$ cat config.mk
export PLATFORM = sky130hd
export DESIGN_NAME = pwm_multi
export DESIGN_NICKNAME = d
export VERILOG_FILES = /design/src/rtl/pwm_multi.sv
export SDC_FILE = /design/constraint.sdc
export NUM_CORES = 1
export LEC_CHECK = 0
export BUFFER_PORTS_ARGS = -buffer_cell sky130_fd_sc_hd__buf_2
export CORE_ASPECT_RATIO = 1.1
export CORE_MARGIN = 2
export CORE_UTILIZATION = 40
export DETAILED_ROUTE_END_ITERATION = 16
export PLACE_DENSITY = 0.67
export SETUP_SLACK_MARGIN = 0.2
export SYNTH_ARGS = -nofsm -noshare
export SYNTH_HDL_FRONTEND = slang
export SYNTH_SLANG_ARGS = --single-unit
$ cat constraint.sdc
create_clock -name clk -period 3.4 [get_ports clk]
set_input_delay 1.02 -clock clk [delete_from_list [all_inputs] [get_ports clk]]
set_output_delay 1.02 -clock clk [all_outputs]
set_load 0.02 [all_outputs]
$ cat src/rtl/pwm_multi.sv
// Multi-channel PWM with a shared prescaled period counter, edge/center-aligned
// counting, double-buffered per-channel duties and a period-start strobe.
module pwm_multi #(
    parameter int unsigned NCH     = 4,
    parameter int unsigned XLEN    = 8,
    parameter int unsigned PRESC_W = 8,
    localparam int unsigned CHW    = (NCH > 1) ? $clog2(NCH) : 1
) (
    input  logic               clk,
    input  logic               rst,
    input  logic               en,
    input  logic               mode,
    input  logic [PRESC_W-1:0] prescale,
    input  logic [XLEN-1:0]    period,
    input  logic               wr_en,
    input  logic [CHW-1:0]     wr_ch,
    input  logic [XLEN-1:0]    wr_duty,
    output logic [NCH-1:0]     out,
    output logic               period_start
);

    logic [PRESC_W-1:0] presc_cnt;
    logic [XLEN-1:0]    cnt;
    logic               dir_down;
    logic [XLEN-1:0]    period_act;
    logic               mode_act;
    logic [XLEN-1:0]    shadow   [NCH];
    logic [XLEN-1:0]    duty_act [NCH];

    logic [XLEN-1:0]    cnt_nxt;
    logic               dir_nxt;
    logic               tick;
    logic               boundary;

    // Next counter value/direction for the coming tick; boundary = next cnt is 0
    always_comb begin
        tick    = (presc_cnt == prescale);
        cnt_nxt = cnt;
        dir_nxt = dir_down;
        if (period_act == '0) begin
            cnt_nxt = '0;
            dir_nxt = 1'b0;
        end else if (!mode_act) begin
            cnt_nxt = (cnt >= period_act) ? '0 : cnt + XLEN'(1);
            dir_nxt = 1'b0;
        end else if (!dir_down) begin
            cnt_nxt = cnt + XLEN'(1);
            dir_nxt = (cnt_nxt >= period_act);
        end else begin
            cnt_nxt = cnt - XLEN'(1);
            dir_nxt = (cnt_nxt != '0);
        end
        boundary = tick && (cnt_nxt == '0);
    end

    always_ff @(posedge clk) begin
        if (rst) begin
            presc_cnt    <= '0;
            cnt          <= '0;
            dir_down     <= 1'b0;
            period_act   <= '0;
            mode_act     <= 1'b0;
            out          <= '0;
            period_start <= 1'b0;
            for (int unsigned i = 0; i < NCH; i++) begin
                shadow[i]   <= '0;
                duty_act[i] <= '0;
            end
        end else begin
            // Compare uses the pre-edge cnt, so out lags cnt by one clock
            for (int unsigned i = 0; i < NCH; i++) begin
                out[i] <= en && (cnt < duty_act[i]);
                if (wr_en && (wr_ch == CHW'(i)))
                    shadow[i] <= wr_duty;
            end
            period_start <= 1'b0;

            if (!en) begin
                // Disabled: hold the counter at its start point, keep active copies current
                presc_cnt  <= '0;
                cnt        <= '0;
                dir_down   <= 1'b0;
                period_act <= period;
                mode_act   <= mode;
                for (int unsigned i = 0; i < NCH; i++)
                    duty_act[i] <= shadow[i];
            end else if (tick) begin
                presc_cnt <= '0;
                cnt       <= cnt_nxt;
                dir_down  <= dir_nxt;
                if (boundary) begin
                    period_start <= 1'b1;
                    period_act   <= period;
                    mode_act     <= mode;
                    for (int unsigned i = 0; i < NCH; i++)
                        duty_act[i] <= shadow[i];
                end
            end else begin
                presc_cnt <= presc_cnt + PRESC_W'(1);
            end
        end
    end

endmodule

# [Yosys cells after proc, flatten, opt, wreduce, memory -nomap -nowiden]
# Memory sizes are Yosys's and may differ from the RTL's.
# Index checks and enable logic that the tools add are counted.
[classes] n_mux=47 add_sub_neg=3 n_bitwise=13 n_eq_ne=6 n_reduce_logical=16 magnitude_cmp=6
[ops] cell="$mux W8" count=19
[ops] cell="$lt A8 B8 Y1" count=4
[ops] cell="$mux W1" count=28
[ops] cell="$add A8 B1 Y8 const B" count=2
[ops] cell="$ge A8 B8 Y1" count=2
[ops] cell="$logic_not A8 Y1" count=2
[ops] cell="$or A1 B1 Y1" count=12
[ops] cell="$logic_and A1 B1 Y1" count=9
[ops] cell="$eq A8 B8 Y1" count=1
[ops] cell="$reduce_bool A8 Y1" count=1
[ops] cell="$sub A8 B1 Y8 const B" count=1
[ops] cell="$eq A2 B2 Y1 const B" count=2
[ops] cell="$ne A2 B1 Y1 const B" count=2
[ops] cell="$reduce_or A3 Y1" count=1
[ops] cell="$eq A2 B1 Y1 const B" count=1
[ops] cell="$logic_not A2 Y1" count=1
[ops] cell="$reduce_and A2 Y1" count=1
[ops] cell="$reduce_or A2 Y1" count=1
[ops] cell="$not A1 Y1" count=1
[totals] reg_bits=31 output_inout_bits=5 mem_count=2 ram_bits=64 inputBits=31 word_cells=100
[memory_table] name="duty_act" words=4 word_bits=8 rd=4 rd_clocked_by_memory_dff=0 wr=4 line_no="28" text="logic [XLEN-1:0] duty_act [NCH];"
[memory_table] name="shadow" words=4 word_bits=8 rd=4 rd_clocked_by_memory_dff=0 wr=4 line_no="27" text="logic [XLEN-1:0] shadow [NCH];"

# [Longest topological paths before layout]
# Gate-level depths: netlist of run 1.
[depth] ltp_word=12 depth_mapped=12 mapped_depth_nobuf=10

# [Least setup slack after synthesis of run 1]
# No wires, ideal clock.
[synth_timing] path_type="input-to-reg" from="input prescale[1]" to="memory duty_act[0][0] (enable)" t_required_ns=3.028 t_arrival_ns=2.531 path_buffers=0 setup_ns=0.372 slack_ns=0.498 path_stages=6 path_cell_list="xor2_1 nor4_1 o2111ai_1 nor4_2 a31oi_1 nand2_1"
[synth_rtl] item="start: declaration" line_no="13" text="input logic [PRESC_W-1:0] prescale,"
[synth_rtl] item="end: declaration" line_no="28"

==> summary.md, run 1 <==
| Metric | Value |
|---|---|
| Synth cell count leaders | and2_1, edfxtp_1, ha_1 |
| Slew Limit Fails | 0 |
| Synthesized cell area | 5180 µm² |
| Synth unique cells | 50 |
| Clock Skew | around 0.0076 ns |
| Final period util | 0.852 |
| Site row count | 43 |
| CTS buffer count | 9 |
| Sequential area share after synthesis | 0.490 |
| CTS root buffer | clkbuf_16 |
| Die Width | around 110 µm |
| CTS max path bufs | 2 |
| Filler instances | ~1.2k |
| Worst Max-Slew Pin Slew | around 0.77 ns |
| Min cycle time layout | roughly 2.9 ns |
| Global-route wire length before repair | roughly 17000 µm |
| Largest net degree at the start of global routing | 33 |
| Die Area | around 14000 µm² |
| Critical path endpoint category | register |
| Syn Inst Count | ~480 |
| Initial DRC count | about 160 |
| WL final | approximately 10000 µm |
| Largest fanout on the critical path | 16 |
| Sink Count | 95 |
| CP Buf/Inv Count | 2 |
| Number of synthesized register bits | 95 |
| Area growth, synth to finish | 12.7% |
| Slowest CP cell | nor4_1 |
| FMAX | about 0.35 GHz |
| Mean Syn Cell Area | between 10 and 15 µm² |
| Worst EP required | about 3.4 ns |
| PortBufs | 35 |
| # setup viols final | 0 |
| Final hold vios | 0 |
| Area of the core | around 13000 µm² |
| Setup crit start kind | primary input |
| Initial Utilization | 0.410 |
| Worst path arrival time | 2.94 ns |
| Final Core Density | 0.462 |
| RSZ-0062 raised after global routing | false |
| Fraction of layout cells with a size suffix above 1 | 0.143 |
| Number of synthesized flops with an enable pin | 64 |
| Fin worst setup slack | 0.502 ns |
| Diodes inserted | 0 |
| GRT met2 Usage | 0.262 |
| Worst vdd ir | 280 µV |
| Drt pass-1 iters | 4 |
| Synth warn | 0 |
| Power Density | approximately 420 nW/µm² |
| Leak pwr | between 2 and 2.5 nW |
| Mean routed wirelength per cell | around 14 µm |
| DRC Markers | 0 |
| Critical-path cell list | buf_2 -> xor2_1 -> nor4_1 -> o2111ai_1 -> nor4_2 -> a31oi_1 -> nand2_1 -> buf_4 |
| Maxcap violations | 0 |
| Worst slack, placed | around 0.21 ns |
| WHS | 0.482 ns |
| Critical path class | primary input to register |
| Synth top area share | 0.371 |
| Setup TNS | 0 ns |
| RD Place Congestion | 0.869 |
| Crit-path max cell delay | 0.50 ns |
| Top cells by area, synth | edfxtp_1, dfxtp_1, ha_1, and2_1, inv_1 |
| Antenna violations before repair | 0 |
| FFs w/ async S/R, synth | 0 |
| Hold Path Class | register to register |
| H-tree depth | 3 |
| Met1 global-route usage | 0.181 |
| Syn nets | approximately 550 |
| All-Layer GR Usage | 0.151 |
| Top-count cell post-synth | and2_1 |
| Clock transition at the registers of the reported paths | about 0.07 ns |
| Slew margin rel. | 0.488 |
| Post-route ant nets | 0 |
| Met3 Track Usage GR | 0.0328 |
| Number of global-route vias before repair | between 3k and 4k |
| GR Overflow Total | 0 |
| DP HPWL | 7470 µm |
| Cell family with most CP delay | simple AND/OR/NAND/NOR gates |
| Clock latency on the worst-skew pair | roughly 0.35 ns |
| Post-synth top flop | edfxtp_1 |
| Via density | between 5 and 6 |
| Post-CTS Setup Inserts | 0 |
| Status | finished clean |
| Vias | between 3k and 4k |
| Final nets | about 600 |
| Synth area leader | edfxtp_1 |
| CTS tree | built |
| GR peak layer | met2 |
| I/O Pins | 36 |
| Die height | between 100 and 150 µm |
==> where the power goes <==
part	leakage, nW	switching, mW	internal, mW
Combinational	1.42	0.115	0.0871
Sequential	0.921	0.0229	1.30
Clock	0.133	0.447	0.505
Total	2.48	0.585	1.90
==> per-layer routing <==
layer / vias to the layer above / routed length [µm]
met2: 78 / 4780
met5: - / 0
met4: 0 / 255
met1: 1611 / 4350
met3: 20 / 422
li1: 1742 / -
==> flip-flops by register name, indices dropped and copies added, names as in the netlist <==
register	flops
out	4
cnt	8
period_start	1
mode_act	1
presc_cnt	8
shadow	32
period_act	8
duty_act	32
dir_down	1
==> cells in the final DEF (no fill, tap or decap), types with 3 or more instances in the layout <==
master     count
nor3_1        10
o21ai_0       10
or3_1          4
nor4_1         8
nor2_1        28
inv_1         39
xor2_1        16
mux2i_1        9
a21oi_1       16
a21o_1        13
xnor2_1       11
o21bai_1       3
or2_2          4
ha_1          48
a211oi_1       5
clkbuf_16      9
dfxtp_1       31
nor2b_1        6
nand2b_1       9
and3_1         7
edfxtp_1      64
nand2_1       18
buf_4         12
and2_1        66
nand3_1        9
buf_2         35
==> final cells by class <==
| type | instances | area [µm²] | area share |
|---|---|---|---|
| well taps | 157 | 196 | 0.0336 |
| flip-flops and latches | 95 | 2540 | 0.435 |
| repair buffers | 47 | 265 | 0.0454 |
| clock buffers | 9 | 225 | 0.0385 |
| clock inverters | 7 | 55.1 | 0.00942 |
| multi-input cells | 327 | 2410 | 0.413 |
| inverters | 39 | 146 | 0.0250 |
==> final timing paths <==
kind	startpoint	end	slack [ns]	cells past startpoint
setup / recovery	prescale[6]	duty_act[0][6]	0.50	8
hold / removal	presc_cnt[0]	presc_cnt[0]	0.48	1
setup reg to reg	cnt[0]	period_act[6]	0.51	10
hold reg to reg	presc_cnt[0]	presc_cnt[0]	0.48	1
==> metrics by stage <==
step	power, mW	std cells	area (µm²)
floorplan	1.49	475	5180
global placement	1.55	665	5550
detailed placement	1.56	665	5550
CTS	2.51	681	5830
global route	2.59	681	5850
finish	2.48	681	5850
==> cell families after synthesis <==
group,share of synthesized area
XOR/XNOR,0.0456
adder cells (fa/ha/maj),0.116
AO/OA/AOI/OAI,0.0871
buffers and inverters,0.0461
multiplexers,0.0174
flip-flops,0.490
AND/OR/NAND/NOR,0.198
==> worst reg2reg max path: stages, from the launching register on <==
cell,delay (ns)
dfxtp_1,0.33
inv_1,0.06
ha_1,0.30
nand2b_1,0.14
a2111oi_0,0.45
o31a_1,0.31
a21oi_1,0.15
a311oi_4,0.47
buf_4,0.29
mux2i_1,0.21
nor2_1,0.05
==> timing repair <==
item | in CTS | in global routing
resized for setup | 0 | 1
hold buffers | 0 | 0
endpoints found under the setup margin | 0 | 4
No activity file was read; power rests on OpenSTA's default activity.
==> run 2: changes to the inputs <==
==> constraint.sdc (replaced) <==
create_clock -name clk -period 3.4 [get_ports clk]
set_input_delay 0.17 -clock clk [delete_from_list [all_inputs] [get_ports clk]]
set_output_delay 0.17 -clock clk [all_outputs]
set_load 0.02 [all_outputs]
==> summary.md, run 2 (synthesis gave the netlist of run 1 again) <==
| Metric | Value |
|---|---|
| Slew Limit Fails | 0 (unchanged) |
| Initial DRC count | 135 (-14%) |
| Clk network pwr share | 0.378 (-0.006) |
| Worst EP required | 3.61 ns (+0.17 ns) |
| WL met3 | 373 µm (-12%) |
| Comb pwr share | 0.083 (about the same) |
| Setup TNS | 0 ns (unchanged) |
| Tot Pwr | 2.46 mW (-0.88%) |
| DP Cell Count | 660 (-0.75%) |
| Multi-input gate area | 2400 µm² (-0.47%) |
| Site row count | 43 (unchanged) |
| GR Overflow Total | 0 (unchanged) |
| Worst Max-Slew Pin Slew | 0.751 ns (-0.0154 ns) |
| Slew margin rel. | 0.498 (+0.0103) |
| Wl on met1 | 4250 µm (-2.3%) |
| All-Layer GR Usage | 0.149 (-0.00169) |
| WL final | 9630 µm (-1.8%) |
| CTS tree | built |
| Mean routed wirelength per cell | 14.3 µm (-0.88%) |
| Largest net degree at the start of global routing | 33 (unchanged) |
| Post-route ant nets | 0 (unchanged) |
| Hold Path Class | primary input to register |
| Clock Skew | 0.00677 ns (-0.000850 ns) |
| Maxcap violations | 0 (unchanged) |
| Pint | 1.89 mW (-0.28%) |
| Status | finished clean |
| Filler instances | 1150 (-0.95%) |
| Die Width | 113 µm (unchanged) |
| Sink Count | 95 (unchanged) |
| Final nets | 593 (-0.84%) |
| Largest fanout on the critical path | 32 (+16) |
| Antenna violations before repair | 0 (unchanged) |
| FMAX | 0.344 GHz (-0.25%) |
| Final hold vios | 0 (unchanged) |
| Commonest non-fill, non-tap cell in the layout | and2_1 |
| Leak pwr | 2.44 nW (-1.3%) |
| Clock latency on the worst-skew pair | 0.35 ns (about the same) |
| Fin worst setup slack | 0.495 ns (-0.00714 ns) |
| Via density | 5.01 (-1.1%) |
| Post-CTS sizing | 0 (unchanged) |
| Area of the core | 12600 µm² (unchanged) |
| DRC Markers | 0 (unchanged) |
| Clock transition at the registers of the reported paths | 0.07 ns (about the same) |
| Fraction of layout cells with a size suffix above 1 | 0.133 (-0.00993) |
| Global-route wire length before repair | 16200 µm (-2.3%) |
| Worst vdd ir | 305 µV (+9.1%) |
| CTS buffer count | 9 (unchanged) |
| Vias | 3384 (-1.9%) |
| Critical path class | register to register |
| CTS max path bufs | 2 (unchanged) |
| Critical path endpoint category | register |
| Hold bufs inserted after CTS | 0 (unchanged) |
| Setup crit start kind | register |
| Sequential power share | 0.539 (+0.004) |
| Met2 wire length | 4680 µm (-2.1%) |
| Final period util | 0.854 (+0.00210) |
| I/O Pins | 36 (unchanged) |
| Die height | 123 µm (unchanged) |
| Register-to-register setup slack | 0.49 ns (-0.02 ns) |
| Register area | 2540 µm² (unchanged) |
| Top layer in use | met4 |
| Worst path arrival time | 3.12 ns (+0.18 ns) |
| H-tree depth | 3 (unchanged) |
| Number of global-route vias before repair | 3384 (-2.9%) |
| Largest regs | duty_act x32, shadow x32 |
| Post-CTS Setup Inserts | 0 (unchanged) |
| Worst R2R Path Depth | 10 (unchanged) |
| Hold depth | 3 (+2) |
| Non-filler cells, final | 675 (-0.88%) |
| Diodes inserted | 0 (unchanged) |
| PortBufs | 35 (unchanged) |
| Min cycle time layout | 2.91 ns (+0.00714 ns) |
| Initial Utilization | 0.410 (unchanged) |
| Psw | 0.569 mW (-2.8%) |
| RD Place Congestion | 0.843 (-2.9%) |
| Die Area | 13900 µm² (unchanged) |
| RSZ-0062 raised after global routing | false |
| Power Density | 425 nW/µm² (+0.11%) |
| Most frequent cells in the layout | and2_1, edfxtp_1, ha_1 |
| DP HPWL | 7330 µm (-1.9%) |
| Switching part of the total | 0.231 (-0.00456) |
| Drt pass-1 iters | 4 (unchanged) |
| Area growth, synth to finish | 11.6% |
| Worst slack, placed | 0.520 ns (+0.307 ns) |
| CTS root buffer | clkbuf_16 |
| # setup viols final | 0 (unchanged) |
## run 2: changes by cell type in the layout (fill, tap and decap cells not counted)
cell	before	now
buf_4	12	7
inv_8	2	0
clkinvlp_4	2	1
clkinv_4	0	2
clkbuf_1	0	1
clkinv_1	1	0
a311oi_4	1	0
a311oi_2	0	1
clkinv_2	1	0
inv_6	1	2
## run 2: critical path, stage by stage, from the launching register on
cell and delay [ns]:
dfxtp_1 0.61, inv_1 0.13, ha_1 0.26, and3_1 0.23
a22oi_1 0.28, xnor2_1 0.12, nor4_2 0.31, a311oi_2 0.14
buf_4 0.23, nor2_8 0.26, and2_1 0.19
## run 2: layer usage
layer | global-route usage | vias to the layer above
met1 | 0.174 | 1548
met5 | 0 | -
met3 | 0.0328 | 23
met4 | 0.0747 | 0
met2 | 0.260 | 74
li1 | - | 1739
## run 2: power groups by stage
stage | combinational, mW | clock [mW] | sequential, mW
3_5_place_dp | 0.205 | 0 | 1.35
5_1_grt | 0.230 | 0.995 | 1.33
3_3_place_gp | 0.198 | 0 | 1.35
4_1_cts | 0.207 | 0.956 | 1.33
2_1_floorplan | 0.138 | 0 | 1.35
6_report | 0.203 | 0.930 | 1.33
## run 2: per-stage QoR
stage | instance area (µm²) | util | hold slack [ns]
after global routing | 5790 | 0.458 | 0.0580
after detailed placement | 5520 | 0.436 | 0.409
after global placement | 5520 | 0.436 | 0.401
after CTS | 5790 | 0.458 | 0.0472
final | 5790 | 0.458 | 0.0579
after floorplan | 5180 | - | 0.314
## run 2: worst paths after layout
| check | startpoint | to |
|---|---|---|
| setup / recovery | cnt[1] | duty_act[2][7] |
| hold / removal | period[5] | period_act[5] |
| setup reg to reg | cnt[1] | duty_act[2][7] |
| hold reg to reg | presc_cnt[0] | presc_cnt[0] |
## run 2: final cells by class
| class | instances | area share |
|---|---|---|
| inverters | 39 | 0.0253 |
| flip-flops and latches | 95 | 0.439 |
| repair buffers | 42 | 0.0393 |
| well taps | 157 | 0.0339 |
| clock buffers | 10 | 0.0396 |
| multi-input cells | 327 | 0.415 |
| clock inverters | 5 | 0.00735 |
==> run 3: changes to the inputs <==
Settings changed: CORE_UTILIZATION 40 to 60, PLACE_DENSITY 0.67 to 0.89.
==> summary.md, run 3 (synthesis gave the netlist of run 1 again) <==
| Metric | Value |
|---|---|
| Largest fanout on the critical path | 13 (-59%) |
| Post-CTS Setup Inserts | 0 (unchanged) |
| Filler instances | 640 (-44%) |
| Antenna violations before repair | 0 (unchanged) |
| WL final | 9710 µm (+0.85%) |
| Vias | 3475 (+2.7%) |
| Via density | 5.50 (+9.7%) |
| CTS buffer count | 9 (unchanged) |
| Mean routed wirelength per cell | 15.4 µm (+7.7%) |
| Area of the core | 8410 µm² (-33%) |
| # setup viols final | 0 (unchanged) |
| Clock Skew | 0.00571 ns (-0.00106 ns) |
| Largest net degree at the start of global routing | 33 (unchanged) |
| Clock latency on the worst-skew pair | 0.36 ns (about the same) |
| Slowest CP cell | dfxtp_1 |
| Largest regs | duty_act x32, shadow x32 |
| Status | finished clean |
| Cell family with most CP delay | compound AO/OA/AOI/OAI gates |
| Post-CTS sizing | 0 (unchanged) |
| Hold Path Class | primary input to register |
| DRC Markers | 0 (unchanged) |
| Register area | 2540 µm² (about the same) |
| CTS root buffer | clkbuf_8 |
| I/O Pins | 36 (unchanged) |
| Setup TNS | 0 ns (unchanged) |
| DP HPWL | 7280 µm (-0.60%) |
| CTS max path bufs | 2 (unchanged) |
| Critical path endpoint category | register |
| Crit-path max cell delay | 0.62 ns (about the same) |
| Sink Count | 95 (unchanged) |
| Die Width | 92.6 µm (-18%) |
| PortBufs | 35 (unchanged) |
| Multi-input gate area | 2400 µm² (unchanged) |
| Die height | 101 µm (-18%) |
| Min cycle time layout | 2.96 ns (+0.0500 ns) |
| Most frequent cells in the layout | and2_1, edfxtp_1, ha_1 |
| Global-route wire length before repair | 16000 µm (-1.2%) |
| Area growth, synth to finish | 9.29% |
| Setup crit start kind | register |
| Power Density | 395 nW/µm² (-6.9%) |
| All-Layer GR Usage | 0.221 (+0.0716) |
| Fraction of layout cells with a size suffix above 1 | 0.142 (+0.00883) |
| Slew margin rel. | 0.494 (-0.00431) |
| Final nets | 595 (+0.34%) |
| Tot Pwr | 2.24 mW (-8.9%) |
| FMAX | 0.338 GHz (-1.7%) |
| CTS tree | built |
| Drt pass-1 iters | 4 (unchanged) |
| Number of global-route vias before repair | 3433 (+1.4%) |
| CP Buf/Inv Count | 1 (-1) |
| Leak pwr | 2.42 nW (-0.80%) |
| Register-to-register setup slack | 0.44 ns (-0.05 ns) |
| Commonest non-fill, non-tap cell in the layout | and2_1 |
| Site row count | 35 (-19%) |
| Worst vdd ir | 287 µV (-6.0%) |
| RSZ-0062 raised after global routing | false |
| RD Place Congestion | 0.879 (+4.2%) |
| Critical-path cell list | inv_1 -> ha_1 -> and3_1 -> a22oi_1 -> xnor2_1 -> nor4_2 -> a31oi_1 -> nand2_1 |
| Die Area | 9400 µm² (-32%) |
| GR Overflow Total | 0 (unchanged) |
| Initial Utilization | 0.617 (+0.207) |
| Maxcap violations | 0 (unchanged) |
| H-tree depth | 3 (unchanged) |
| Slew Limit Fails | 0 (unchanged) |
| Worst EP required | 3.44 ns (-0.17 ns) |
| Clock transition at the registers of the reported paths | 0.10 ns (+0.03 ns) |
| Diodes inserted | 0 (unchanged) |
| Post-route ant nets | 0 (unchanged) |
| Initial DRC count | 136 (+0.74%) |
| Hold bufs inserted after CTS | 0 (unchanged) |
| Critical path class | register to register |
| Final period util | 0.869 (+0.0147) |
| Final hold vios | 0 (unchanged) |
| Worst path arrival time | 3.00 ns (-0.12 ns) |
| Worst Max-Slew Pin Slew | 0.758 ns (+0.00646 ns) |
==> run 3: report_power, final <==
group | internal, mW | leakage (nW) | switching, mW | total [mW]
clock network | 0.282 | 0.0984 | 0.430 | 0.712
logic | 0.0870 | 1.40 | 0.115 | 0.202
registers | 1.30 | 0.921 | 0.0240 | 1.33
total | 1.67 | 2.42 | 0.569 | 2.24
==> run 3: area by class of cell <==
cell class                      instances  share of cell area
Tap cell                              111              0.0245
Multi-Input combinational cell        327               0.424
Clock buffer                            9              0.0219
Timing Repair Buffer                   44              0.0428
Inverter                               39              0.0258
Clock inverter                          7              0.0119
Sequential cell                        95               0.449
==> run 3: through the flow <==
stage	hold slack [ns]	setup WS, ns	util	cells	cell area [µm²]
6_report	0.0362	0.445	0.674	632	5670
5_1_grt	0.0300	0.245	0.674	632	5670
4_1_cts	0.0255	0.378	0.674	632	5670
3_5_place_dp	0.413	0.415	0.651	616	5470
3_3_place_gp	0.401	0.486	0.651	616	5470
2_1_floorplan	0.314	0.526	-	475	5180
==> run 3: final timing paths <==
check,startpoint,to,depth (start not counted)
setup / recovery,cnt[1],duty_act[1][2],8
hold / removal,period[1],period_act[1],3
setup reg to reg,cnt[1],duty_act[1][2],8
hold reg to reg,presc_cnt[0],presc_cnt[0],1
==> run 3: worst min-delay path, stage by stage <==
cell and delay (ns):
buf_2 0.08, mux2i_1 0.05, nor2_1 0.07
==> run 3: routing by layer <==
layer / global-route usage / vias up / wire length (µm)
met2: 0.414 / 91 / 5110
met3: 0.0379 / 25 / 503
li1: - / 1737 / -
met1: 0.256 / 1622 / 3890
met5: 0 / - / 0
met4: 0.0769 / 0 / 212
